==> src/rtl/uart_tx_scheduler_if.sv <==
// Byte-requester bus and serial-line outputs of the UART TX scheduler.
// master: the side that offers bytes and watches the line; slave: the scheduler.
interface uart_tx_scheduler_if #(
  parameter int NREQ = 4
);
  localparam int GW = (NREQ > 1) ? $clog2(NREQ) : 1;

  logic [NREQ-1:0]   req_valid;
  logic [8*NREQ-1:0] req_data;
  logic [NREQ-1:0]   req_ready;
  logic              tx;
  logic              busy;
  logic [GW-1:0]     grant_id;
  logic              done;

  modport master (
    output req_valid, req_data,
    input  req_ready, tx, busy, grant_id, done
  );

  modport slave (
    input  req_valid, req_data,
    output req_ready, tx, busy, grant_id, done
  );
endinterface

==> src/rtl/uart_tx_scheduler.sv <==
// Round-robin arbiter in front of an 8N1 UART serialiser. Bit timing is an
// enable-style baud counter in the clk domain; no divided clock is produced.
//
// Handshake: requester i transfers its byte in a cycle where
// req_valid[i] && req_ready[i]. A requester holds valid/data stable until
// accepted (it may withdraw valid instead); req_ready is only ever raised in
// IDLE, for the single round-robin winner, and never while rst is high.
module uart_tx_scheduler #(
  parameter int NREQ    = 4,
  parameter int DIVISOR = 10000
) (
  input  logic                clk,
  input  logic                rst,
  uart_tx_scheduler_if.slave  bus,
  output logic [1:0]          state_dbg
);
  localparam int GW = (NREQ > 1) ? $clog2(NREQ) : 1;
  localparam int BW = (DIVISOR > 1) ? $clog2(DIVISOR) : 1;

  typedef enum logic [1:0] {
    IDLE  = 2'd0,
    START = 2'd1,
    DATA  = 2'd2,
    STOP  = 2'd3
  } state_t;

  state_t        state;
  state_t        state_nxt;
  logic [BW-1:0] baud;
  logic [2:0]    bit_cnt;
  logic [7:0]    shift;
  logic [GW-1:0] last_grant;
  logic [GW-1:0] grant;
  logic          boundary;
  logic          found;
  logic [GW-1:0] pick;
  logic          hs;
  int            rr_idx;

  assign boundary = (baud == BW'(DIVISOR - 1));

  // Round-robin search: first valid requester after the last grant, wrapping.
  always_comb begin
    found  = 1'b0;
    pick   = '0;
    rr_idx = 0;
    for (int i = 0; i < NREQ; i++) begin
      rr_idx = int'(last_grant) + 1 + i;
      if (rr_idx >= NREQ) rr_idx = rr_idx - NREQ;
      if (!found && bus.req_valid[GW'(rr_idx)]) begin
        found = 1'b1;
        pick  = GW'(rr_idx);
      end
    end
  end

  // Acceptance happens only from IDLE and is suppressed while reset is held.
  assign hs = (state == IDLE) && found && !rst;

  // State register.
  always_ff @(posedge clk) begin
    if (rst) state <= IDLE;
    else     state <= state_nxt;
  end

  // Next-state: each non-idle state lasts whole bit periods.
  always_comb begin
    state_nxt = state;
    case (state)
      IDLE:    if (hs) state_nxt = START;
      START:   if (boundary) state_nxt = DATA;
      DATA:    if (boundary && bit_cnt == 3'd7) state_nxt = STOP;
      STOP:    if (boundary) state_nxt = IDLE;
      default: state_nxt = IDLE;
    endcase
  end

  // Datapath: byte latch, baud/bit counters and round-robin pointer.
  always_ff @(posedge clk) begin
    if (rst) begin
      baud       <= '0;
      bit_cnt    <= '0;
      shift      <= '0;
      last_grant <= GW'(NREQ - 1);
      grant      <= '0;
    end else if (hs) begin
      baud       <= '0;
      bit_cnt    <= '0;
      shift      <= bus.req_data[{pick, 3'b000} +: 8];
      last_grant <= pick;
      grant      <= pick;
    end else if (state != IDLE) begin
      baud <= boundary ? '0 : baud + 1'b1;
      if (state == DATA && boundary) begin
        shift   <= {1'b0, shift[7:1]};
        bit_cnt <= bit_cnt + 3'd1;
      end
    end
  end

  // Outputs decoded from state; tx idles high outside START/DATA.
  always_comb begin
    bus.req_ready       = '0;
    bus.req_ready[pick] = hs;
    bus.busy            = (state != IDLE);
    bus.done            = (state == STOP) && boundary;
    bus.grant_id        = grant;
    state_dbg           = state;
    case (state)
      START:   bus.tx = 1'b0;
      DATA:    bus.tx = shift[0];
      default: bus.tx = 1'b1;
    endcase
  end
endmodule

==> src/flat_wrapper.sv <==
// flat-port wrapper written by rule: the top's interface ports become plain ports
module uart_tx_scheduler_flat 
#(
  parameter int NREQ    = 4,
  parameter int DIVISOR = 10000
)
  (clk, rst, state_dbg, bus_req_valid, bus_req_data, bus_req_ready, bus_tx, bus_busy, bus_grant_id, bus_done);
  uart_tx_scheduler_if #(.NREQ(NREQ)) bus_i ();
  input  logic clk;
  input  logic rst;
  output logic [1:0] state_dbg;
  input wire logic [$bits(bus_i.req_valid)-1:0] bus_req_valid;
  input wire logic [$bits(bus_i.req_data)-1:0] bus_req_data;
  output wire logic [$bits(bus_i.req_ready)-1:0] bus_req_ready;
  output wire logic [$bits(bus_i.tx)-1:0] bus_tx;
  output wire logic [$bits(bus_i.busy)-1:0] bus_busy;
  output wire logic [$bits(bus_i.grant_id)-1:0] bus_grant_id;
  output wire logic [$bits(bus_i.done)-1:0] bus_done;
  assign bus_i.req_valid = bus_req_valid;
  assign bus_i.req_data = bus_req_data;
  assign bus_req_ready = bus_i.req_ready;
  assign bus_tx = bus_i.tx;
  assign bus_busy = bus_i.busy;
  assign bus_grant_id = bus_i.grant_id;
  assign bus_done = bus_i.done;
  uart_tx_scheduler #(.NREQ(NREQ), .DIVISOR(DIVISOR)) u_core (.clk(clk), .rst(rst), .bus(bus_i), .state_dbg(state_dbg));
endmodule
==> config.mk <==
export PLATFORM = sky130hd
export DESIGN_NAME = uart_tx_scheduler_flat
export DESIGN_NICKNAME = d
export VERILOG_FILES = /design/src/rtl/uart_tx_scheduler_if.sv /design/src/rtl/uart_tx_scheduler.sv /design/src/flat_wrapper.sv
export SDC_FILE = /design/constraint.sdc
export NUM_CORES = 1
export LEC_CHECK = 0
export ABC_AREA = 1
export CAP_MARGIN = 20
export CORE_MARGIN = 1.5
export CORE_UTILIZATION = 51
export DETAILED_ROUTE_END_ITERATION = 10
export PLACE_DENSITY_LB_ADDON = 0.12
export SYNTH_ARGS = -nofsm -noshare
export SYNTH_HDL_FRONTEND = slang
export SYNTH_SLANG_ARGS = --single-unit
==> constraint.sdc <==
create_clock -name clk -period 2.3 [get_ports clk]
set_clock_uncertainty 0.1 [all_clocks]
set_input_delay 0.345 -clock clk [delete_from_list [all_inputs] [get_ports clk]]
set_output_delay 0.345 -clock clk [all_outputs]
set_load 0.01 [all_outputs]
======== Yosys cells after proc, flatten, opt, wreduce, memory -nomap -nowiden ========
Index checks and enable logic that the tools add are counted.
storage, ports and cells
  logic and storage cells ................. 94
  register bits after elaboration ......... 31
  memory bits (writable) .................. 0
  bits in read-only memories .............. 0
  latch bits .............................. 0
  bits of input ports ..................... 38
  memories ................................ 0
cells by class
  shift operators ......................... 1
  equal/unequal tests ..................... 9
  $mul .................................... 0
  $lt $le $gt $ge ......................... 10
  bitwise operators ....................... 1
  add/sub/neg operators ................... 10
  multiplexer cells ....................... 36
  divide/modulo/power cells ............... 0
  reductions and logical operators ........ 21
operators by type and width
  operator                 number
  $ge A32 B4 Y1 const B    3
  $shiftx A32 B6 Y8        1
  $mux W2                  12
  $mux W8                  3
  $lt A2 B4 Y1 const B     4
  $add A14 B1 Y14 const B  1
  $eq A14 B14 Y1 const B   1
  $mux W14                 1
  $mux W1                  13
  $logic_and A1 B1 Y1      9
  $add A3 B2 Y4 const B    2
  $bmux W1 S2              4
  $ne A2 B1 Y1 const B     4
  $pmux W2 S4              1
  $sub A2 B1 Y2 const B    4
  $reduce_bool A2 Y1       3
  $add A3 B1 Y4 const B    1
  $and A4 B4 Y4            1
  $eq A2 B2 Y1 const B     2
  $logic_not A1 Y1         4
  $reduce_and A2 Y1        2
  $reduce_and A4 Y1        1
  $add A2 B1 Y3 const B    1
  $add A3 B1 Y3 const B    1
  9 further kinds          9

======== Depth between registers and ports, before layout ========
Gate-level depths: netlist (run 1).
  depth in word-level cells ............... 21
  mapped depth ............................ 16
  depth with buffers taken out ............ 15

======== Worst setup path after synthesis (run 1) ========
No wires, ideal clock.
  kind .................................... register to register
  start ................................... reg u_core.state[0], in the netlist u_core.state_dbg[0]
  end ..................................... reg u_core.baud[12]
  cell stages (with the launch flop) ...... 12
  setup slack ............................. 0.290 ns
  data arrival time ....................... 1.832 ns
  buffers on the path ..................... 0
  period minus slack after synthesis ...... 2.010 ns
  cell sequence ........................... dfxtp_1 -> inv_1 -> ha_1 -> nor2_2 -> nand4_2 -> nor2_2 -> nand2_1 -> nor2_2 -> nand2_1 -> nor2_1 -> a21oi_1 -> nor3_1
on the way
  word-level cells in the longest chain between the ends .. 4
  elaborated cells on any way between the ends .. 5
  those cells by class .................... reduce/logical (5)
RTL lines
  what                               line                     source
  from (decl)                        uart_tx_scheduler.sv:27  state_t state;
  from (signal assigned)             uart_tx_scheduler.sv:63  else state <= state_nxt;
  $logic_not A2 Y1                   uart_tx_scheduler.sv:58  assign hs = (state == IDLE) && found && !rst;
  $logic_and A1 B1 Y1 (2 in a row)   uart_tx_scheduler.sv:58
  $reduce_or A2 Y1 (no source line)  -
  to (signal assigned)               uart_tx_scheduler.sv:93  baud <= boundary ? '0 : baud + 1'b1;
  to (decl)                          uart_tx_scheduler.sv:29  logic [BW-1:0] baud;
Parallel ways exist; a longest one is shown, timed or not.
A chain may end at the register's enable or synchronous reset.

======== Final worst setup path (run 1) ========
  start ................................... reg u_core.last_grant[0]
  end ..................................... out bus_req_ready[3]
on the way
  word-level cells in the longest chain between the ends .. 21
  elaborated cells on any way between the ends .. 50
  those cells by class .................... add/sub (8); order compare (6); mux (26); bitwise (1); reduce/logical (9)
RTL lines
  what                                                    line                     source
  from (decl)                                             uart_tx_scheduler.sv:32  logic [GW-1:0] last_grant;
  from (signal assigned)                                  uart_tx_scheduler.sv:84  last_grant <= GW'(NREQ - 1);
  from (signal assigned)                                  uart_tx_scheduler.sv:90  last_grant <= pick;
  $add A2 B1 Y3 *                                         uart_tx_scheduler.sv:48  rr_idx = int'(last_grant) + 1 + i;
  branches (longest 19 deep; another with $ge A32 B4 Y1)  -
  $and A4 B4 Y4 (no source line) *                        -
  to (decl)                                               flat_wrapper.sv:14       output wire logic [$bits(bus_i.req_ready)-1:0] bus_req_ready;
Every way passes the cells marked *. The select of a mux whose other input is x is not followed.

==> flow_summary.yaml, run 1 <==
logic_synthesis:
  synth_flop_cell: "dfxtp_1"
  synthMostInstantiatedCell: "nand2_1"
  yosys-top-cells-area: "dfxtp_1 (27%), nand2_1 (13%), inv_1 (6.0%), nand3_1 (5.5%), nand2_4 (4.5%)"
  synth_warnings: 0
  synth.avg_cell_area_um2: 7.22
  synth_common_cells: "nand2_1 (78), inv_1 (36), dfxtp_1 (31), nand3_1 (25), nor2_1 (21)"
  syn-cell-area_mm2: 0.00226
  yosysUniqueCellTypes: 41
  synth_top_area_share_pct: 27.4
  synth_seq_cells: 31
  synth_fp_nets: 359
  synthCells: 313
  synth-edff-count: 0
  synth_top_area_cell: "dfxtp_1"
  asyncSetResetFlopFracSynth_pct: 0
  ys_seq_area_share_pct: 27.4
detailed_routing:
  drcViolationCount: 0
  via_per_inst: 4.99
  drt_iter0_drc: 92
  drt_first_pass_iters: 4
  ant_nets: 0
  wl_um: 5360
  routedWlPerCell_um: 12.0
  num_vias: 2236
run:
  cap_violations: 0
placed_design:
  routabilityCongestion: 0.854
  dpl.hpwl_um: 4030
  portBuffers: 48
  place_inst: 434
  place_ws_ns: -0.441
  postPlaceCellArea_mm2: 0.00296
finish:
  antennaDiodeCount: 0
  drive_above_1_share_pct: 30.6
  ff_latch_area_um2: 626
  final_core_util_pct: 75.5
  final_cells: 448
  multi_input_area_mm2: 0.00151
  final_cell_area_mm2: 0.00326
  fillCellCount: 339
  synthToLayoutAreaGrowth_pct: 44.4
  nets: 441
global_routing:
  overflow: 0
  grt_pass1_vias: 2169
  antenna_found_initial: 0
  grt_first_pass_wirelength_um: 9130
  track_usage_pct: 23.3
  grt_max_degree: 16
clocking:
  clk_pin_slew_ns: 0.07
  htreeDepth: 2
  cts_max_path_buffers: 2
  hold_buffers: 0
  insertion_delay_ns: 0.29
  cts_buffers: 5
  clock_tree.root_cell: "clkbuf_8"
  clock-sinks: 31
  cts_tree: "built"
critical_path:
  start_kind: "register"
  worst-setup-path-type: "reg2out"
  end_kind: "output pin"
  cp.arrival_ns: 1.89
  worstPathRequired_ns: 1.86
  critPathMaxFanout: 8
sta:
  report.final.slew_viol_count: 0
  tns_ns: -0.0385
  fmax_mhz: 428
  relSlewSlack_pct: 80.8
  hold_viol: 0
  finalWorstSetupSlack_ns: -0.0385
  finalSetupViolCount: 1
  period_share_pct: 102
  rsz0062_at_grt: "yes"
  finalCriticalPeriod_ns: 2.34
  fin_hold_ws_ns: 0.365
  worst_pin_slew_ns: 0.287
pwr:
  power_density_mw_per_mm2: 1230
  ir_worst_vdd_mv: 0.836
  p_leak_nw: 1.48
  finalPower_mw: 4.00
floorplan:
  initial_core_util_pct: 52.3
  ioPinCount: 49
  rows: 24
  die_h_um: 69.6
  die_area_mm2: 0.00484
  die_w_um: 69.6
  coreArea_mm2: 0.00432
worst_hold_path:
  min_path_type: "reg2reg"
status:
  violations: "negative setup slack"
  status: "finished with violations"
worst max-delay path, cell delays in order, from the launching register on:
cell	delay [ns]
dfxtp_2	0.33
buf_12	0.14
inv_16	0.09
nand2_8	0.05
nand2_1	0.06
nand2_1	0.07
nand2_2	0.11
buf_6	0.12
inv_2	0.04
nand2_4	0.07
nand3_4	0.10
nor2_4	0.13
inv_2	0.05
nor2_2	0.10
buf_2	0.13
cell type report:
type	count	share of cell area [%]
clock buffers	6	2.53
clock inverters	2	1.07
inverters	45	6.21
multi-input cells	230	46.2
flip-flops and latches	31	19.2
well taps	52	1.99
repair buffers	82	22.8
final timing paths:
path | endpoint | slack (ns) | from | cells after the start
setup / recovery | bus_req_ready[3] | -0.04 | u_core.last_grant[0] | 14
setup reg to reg | u_core.baud[12] | 0.26 | u_core.state_dbg[1] | 11
hold reg to reg | u_core.bus.grant_id[1] | 0.36 | u_core.bus.grant_id[1] | 2
hold / removal | u_core.bus.grant_id[1] | 0.36 | u_core.bus.grant_id[1] | 2
timing repair:
| action | 4_1_cts | 5_1_grt |
|---|---|---|
| pin swaps | 6 | 16 |
| endpoints found under the setup margin | 5 | 8 |
| gates cloned | 0 | 0 |
| gates resized for setup | 23 | 42 |
| setup buffers | 1 | 5 |
sequential cells by signal, summed over array words and instances (netlist names):
register and cells:
u_core.baud 14, u_core.bit_cnt 3, u_core.bus.grant_id 2, u_core.last_grant 2
u_core.shift 8, u_core.state_dbg 2
report_power, final:
| part | switching (mW) | leakage, nW | internal [mW] |
|---|---|---|---|
| combinational | 1.51 | 1.17 | 1.20 |
| sequential | 0.0683 | 0.253 | 0.658 |
| clock | 0.219 | 0.0612 | 0.350 |
| total | 1.79 | 1.48 | 2.21 |
metal layers:
| layer | track usage (%) | vias up | share of wire (%) |
|---|---|---|---|
| met2 | 41.3 | 46 | 52 |
| met4 | 5.88 | 0 | 0.95 |
| met1 | 28.3 | 1011 | 44 |
| met3 | 5.38 | 5 | 3.8 |
| li1 | - | 1174 | - |
| met5 | 0 | - | 0 |
cell families after synthesis:
family,count (synthesis),share of synthesized area (%)
buf+inv,52,11.2
flops,31,27.4
compound gates,27,7.08
xor+xnor,5,1.94
simple gates,190,47.9
fa+ha+maj,8,4.43
cell usage in the layout (no fill, tap or decap), drive strengths merged:
cell | netlist | layout
a21boi | 1 | 1
a21oi | 9 | 9
a22oi | 1 | 1
a31oi | 1 | 1
buf | 5 | 38
bufinv | 0 | 1
clkbuf | 2 | 6
clkdlybuf4s50 | 0 | 39
clkinv | 1 | 2
dfxtp | 31 | 31
dlygate4sd2 | 0 | 3
dlymetal6s2s | 0 | 2
ha | 8 | 8
inv | 44 | 44
nand2 | 99 | 99
nand3 | 32 | 32
nand3b | 4 | 4
nand4 | 11 | 11
nor2 | 29 | 29
nor3 | 8 | 8
nor3b | 4 | 4
nor4 | 1 | 1
nor4b | 1 | 1
o211ai | 2 | 2
o21ai | 11 | 11
o21bai | 2 | 2
or2 | 1 | 1
xnor2 | 1 | 1
xor2 | 4 | 4
(Power assumes the default switching activity.)
==> inputs of run 2 (changes only) <==
CORE_UTILIZATION = 60   (was 51)
DONT_BUFFER_PORTS = 1   (was default)
==> flow_summary.yaml, run 2 (same netlist as run 1, synthesis figures left out) <==
status:
  status: "finished clean"
finish:
  largest_reg_flops: 14
  nets: 373
  layout_common_cells: "nand2_1 (78), inv_1 (34), dfxtp_1 (29), nand3_1 (25), nor2_1 (20)"
  antennaDiodeCount: 0
  regMostFlops: "u_core.baud"
  synthToLayoutAreaGrowth_pct: 10.7
  fillCellCount: 327
  drive_above_1_share_pct: 24.4
  final_cell_area_mm2: 0.00250
  layout_commonest_cell: "nand2_1"
  multi_input_area_mm2: 0.00142
  ff_latch_area_um2: 628
  reg.largest.list: "u_core.baud x14, u_core.shift x8, u_core.bit_cnt x3"
floorplan:
  rows: 22
  die_w_um: 64.4
  die_h_um: 64.4
  ioPinCount: 49
  coreArea_mm2: 0.00363
  initial_core_util_pct: 62.2
  die_area_mm2: 0.00415
detailed_routing:
  wl_um: 4500
  drt_first_pass_iters: 4
  drcViolationCount: 0
  drt_iter0_drc: 108
  via_per_inst: 5.19
  num_vias: 1953
  routedWlPerCell_um: 12.0
  ant_nets: 0
pwr:
  p_leak_nw: 1.13
  power_density_mw_per_mm2: 1330
  ir_worst_vdd_mv: 0.825
worst_hold_path:
  min_path_type: "in2reg"
sta:
  tns_ns: 0
  period_share_pct: 95.7
  finalCriticalPeriod_ns: 2.20
  hold_viol: 0
  fmax_mhz: 454
  relSlewSlack_pct: 55.9
  finalSetupViolCount: 0
  rsz0062_at_grt: "yes"
  report.final.slew_viol_count: 0
  worst_pin_slew_ns: 0.653
  fin_hold_ws_ns: 0.0833
clocking:
  clock-sinks: 31
  htreeDepth: 2
  cts_tree: "built"
  clock_tree.root_cell: "clkbuf_8"
  cts_buffers: 5
  cts_max_path_buffers: 2
  clk_pin_slew_ns: 0.06
  insertion_delay_ns: 0.28
global_routing:
  overflow: 0
  grt_pass1_vias: 1783
  track_usage_pct: 23.4
  antenna_found_initial: 0
  grt_first_pass_wirelength_um: 7620
  grt_max_degree: 18
run:
  cap_violations: 0
placed_design:
  portBuffers: 0
  routabilityCongestion: 0.846
  dpl.hpwl_um: 3380
  postPlaceCellArea_mm2: 0.00231
critical_path:
  start_kind: "register"
  critPathMaxFanout: 12
  worstPathRequired_ns: 1.86
  worst-setup-path-type: "reg2out"
  end_kind: "output pin"
  cp.arrival_ns: 1.76
-- run 2: repair_timing --
action,CTS,global route
resized for setup,4,12
buffers inserted,0,7
setup endpoints to repair,4,3
pin swaps,0,6
gates cloned,0,0
hold buffers,0,0
-- run 2: critical path: stages (launching register included) --
cell,delay (ns)
dfxtp_4,0.38
inv_8,0.09
nand2_1,0.06
nand2_1,0.09
nand2_1,0.07
nand2_2,0.09
nor2_4,0.04
inv_2,0.06
nand2_2,0.08
nand2_8,0.12
nand2_8,0.10
buf_12,0.15
nor2_4,0.14
-- run 2: through the flow --
| stage | power, mW | cells | setup slack (ns) | utilization (%) |
|---|---|---|---|---|
| 2_1_floorplan | 2.32 | 313 | 0.290 | - |
| 3_3_place_gp | 2.56 | 361 | 0.177 | 63.5 |
| 3_5_place_dp | 2.59 | 361 | 0.168 | 63.5 |
| 4_1_cts | 3.01 | 369 | 0.0336 | 65.9 |
| 5_1_grt | 3.60 | 376 | 0.00323 | 68.9 |
| 6_report | 3.32 | 376 | 0.0988 | 68.9 |
-- run 2: routing by layer --
| layer | track usage, % | wire [µm] | vias to the layer above |
|---|---|---|---|
| li1 | - | - | 1035 |
| met1 | 29.7 | 2130 | 873 |
| met2 | 39.5 | 2140 | 38 |
| met3 | 6.16 | 172 | 7 |
| met4 | 5.59 | 48 | 0 |
| met5 | 0 | 0 | - |
-- run 2: cell type report --
| type | instances | share of cell area (%) |
|---|---|---|
| Multi-Input combinational cell | 230 | 56.8 |
| Timing Repair Buffer | 14 | 4.70 |
| Clock buffer | 7 | 3.05 |
| Clock inverter | 1 | 0.200 |
| Inverter | 45 | 7.75 |
| Sequential cell | 31 | 25.1 |
| Tap cell | 48 | 2.40 |
-- run 2: path summary, 6_finish.rpt --
path,start,endpoint,slack [ns],cells past startpoint
worst min-delay path,bus_req_data[12],u_core.shift[4],0.08,2
worst max register to register,u_core.state_dbg[0],u_core.baud[12],0.33,11
worst min register to register,u_core.baud[0],u_core.baud[0],0.37,2
worst max-delay path,u_core.last_grant[0],bus_req_ready[0],0.1,12
-- run 2: power breakdown --
part / switching [mW] / internal [mW] / total, mW
combinational: 1.34 / 0.812 / 2.16
clock: 0.201 / 0.212 / 0.413
sequential: 0.0906 / 0.661 / 0.752
==> inputs of run 3 (changes only) <==
CORE_UTILIZATION = 55   (was 60)
SETUP_SLACK_MARGIN = 0.05   (was default)
==> flow_summary.yaml, run 3 (same netlist as run 1, synthesis figures left out) <==
finish:
  ff_latch_area_um2: 628
  fillCellCount: 372
  antennaDiodeCount: 0
  synthToLayoutAreaGrowth_pct: 15.4
  multi_input_area_mm2: 0.00148
  regMostFlops: "u_core.baud"
  reg.largest.list: "u_core.baud x14, u_core.shift x8, u_core.bit_cnt x3"
  drive_above_1_share_pct: 28.7
  largest_reg_flops: 14
  layout_commonest_cell: "nand2_1"
  nets: 381
  layout_common_cells: "nand2_1 (72), inv_1 (34), dfxtp_1 (29), nand3_1 (25), buf_4 (21)"
worst_hold_path:
  min_path_type: "in2reg"
  min_to: "u_core.shift[4]"
  hold_start: "bus_req_data[12]"
  holdPathStages: 2
critical_path:
  cp.arrival_ns: 1.73
  timing.rr.end: "u_core.shift[6]"
  crit_cells: 10
  critPathMaxFanout: 8
  rrSetupSlack_ns: 0.24
  r2r_cells: 14
  end_kind: "output pin"
  worst-setup-path-type: "reg2out"
  worst-path-buf-inv: 1
  crit_chain: "inv_8, nand2_4, nand3_2, nand2_4, nand2_4, nor2_4, nand3_2, nand2_4, nand2_4, nor2_4"
  worstReg2RegStart: "u_core.last_grant[0]"
  crit_slowest_cell: "dfxtp_4"
  worstPathRequired_ns: 1.86
  start_kind: "register"
  cp_top_family: "simple AND/OR/NAND/NOR gates"
  critPathMaxStageDelay_ns: 0.42
  cpMostUsedCell: "nand2_4"
global_routing:
  grt_pass1_vias: 1771
  track_usage_pct: 21.5
  grt_max_degree: 18
  antenna_found_initial: 0
  overflow: 0
  grt_first_pass_wirelength_um: 7480
pwr:
  p_leak_nw: 1.19
  power_density_mw_per_mm2: 1340
  ir_worst_vdd_mv: 0.780
floorplan:
  ioPinCount: 49
  die_area_mm2: 0.00450
  rows: 23
  initial_core_util_pct: 56.9
  die_h_um: 67.1
  coreArea_mm2: 0.00397
  die_w_um: 67.1
detailed_routing:
  drcViolationCount: 0
  ant_nets: 0
  via_per_inst: 5.27
  drt_iter0_drc: 84
  num_vias: 2028
  routedWlPerCell_um: 12.2
  wl_um: 4680
  drt_first_pass_iters: 4
status:
  status: "finished clean"
placed_design:
  place_ws_ns: 0.127
  dpl.hpwl_um: 3430
  portBuffers: 0
  routabilityCongestion: 0.846
sta:
  tns_ns: 0
  rsz0062_at_grt: "yes"
  fmax_mhz: 461
  report.final.slew_viol_count: 0
  period_share_pct: 94.4
  finalSetupViolCount: 0
  worst_pin_slew_ns: 0.342
  relSlewSlack_pct: 76.9
  finalCriticalPeriod_ns: 2.17
  finalWorstSetupSlack_ns: 0.130
  hold_viol: 0
clocking:
  clock_tree.root_cell: "clkbuf_8"
  cts_max_path_buffers: 2
  htreeDepth: 2
  cts_tree: "built"
  clock-sinks: 31
  cts_buffers: 5
  insertion_delay_ns: 0.28
  clk_pin_slew_ns: 0.06
run:
  cap_violations: 0
==> run 3: how the worst max path moves through the flow <==
stage,slack (ns),to,start
2_1_floorplan,0.29,u_core.baud[12],u_core.state_dbg[0]
3_3_place_gp,0.17,bus_req_ready[3],u_core.last_grant[0]
3_5_place_dp,0.13,bus_req_ready[3],u_core.last_grant[0]
4_1_cts,0.05,bus_req_ready[1],u_core.last_grant[0]
5_1_grt,0.03,bus_req_ready[1],u_core.last_grant[0]
6_report,0.13,bus_req_ready[1],u_core.last_grant[0]
==> run 3: cell type report <==
type,instances,share of cell area [%]
multi-input combinational,231,56.6
clock buffer,6,3.17
clock inverter,1,0.192
timing repair buffer,21,6.04
sequential,31,24.1
tap,50,2.40
inverter,45,7.53
==> run 3: per-stage QoR <==
stage	util (%)	hold WS, ns	power [mW]	std cells	area (µm²)
after floorplan	-	0.343	2.32	313	2260
after global placement	58.3	0.357	2.57	364	2320
after detailed placement	58.3	0.360	2.60	364	2320
after CTS	61.0	0.0731	3.07	372	2420
after global routing	65.7	0.0955	3.78	385	2610
final	65.7	0.0827	3.49	385	2610
==> run 3: power breakdown <==
group / leakage (nW) / switching, mW / internal, mW / total [mW]
Clock: 0.0470 / 0.193 / 0.234 / 0.428
Combinational: 0.889 / 1.40 / 0.900 / 2.30
Sequential: 0.253 / 0.0970 / 0.661 / 0.758
Total: 1.19 / 1.69 / 1.80 / 3.49
==> run 3: metal layers <==
layer | GRT usage [%] | up-vias | share of wire (%)
met5 | 0 | - | 0
met4 | 4.59 | 0 | 1.2
met3 | 4.73 | 10 | 4.4
met2 | 36.1 | 42 | 49
met1 | 28.1 | 922 | 45
li1 | - | 1054 | -
==> run 3: repair_timing <==
item	4_1_cts	5_1_grt
resized for setup	5	24
buffers inserted	1	12
cloned	0	1
pin swaps	1	7
hold buffers	0	0
setup endpoints to repair	4	4
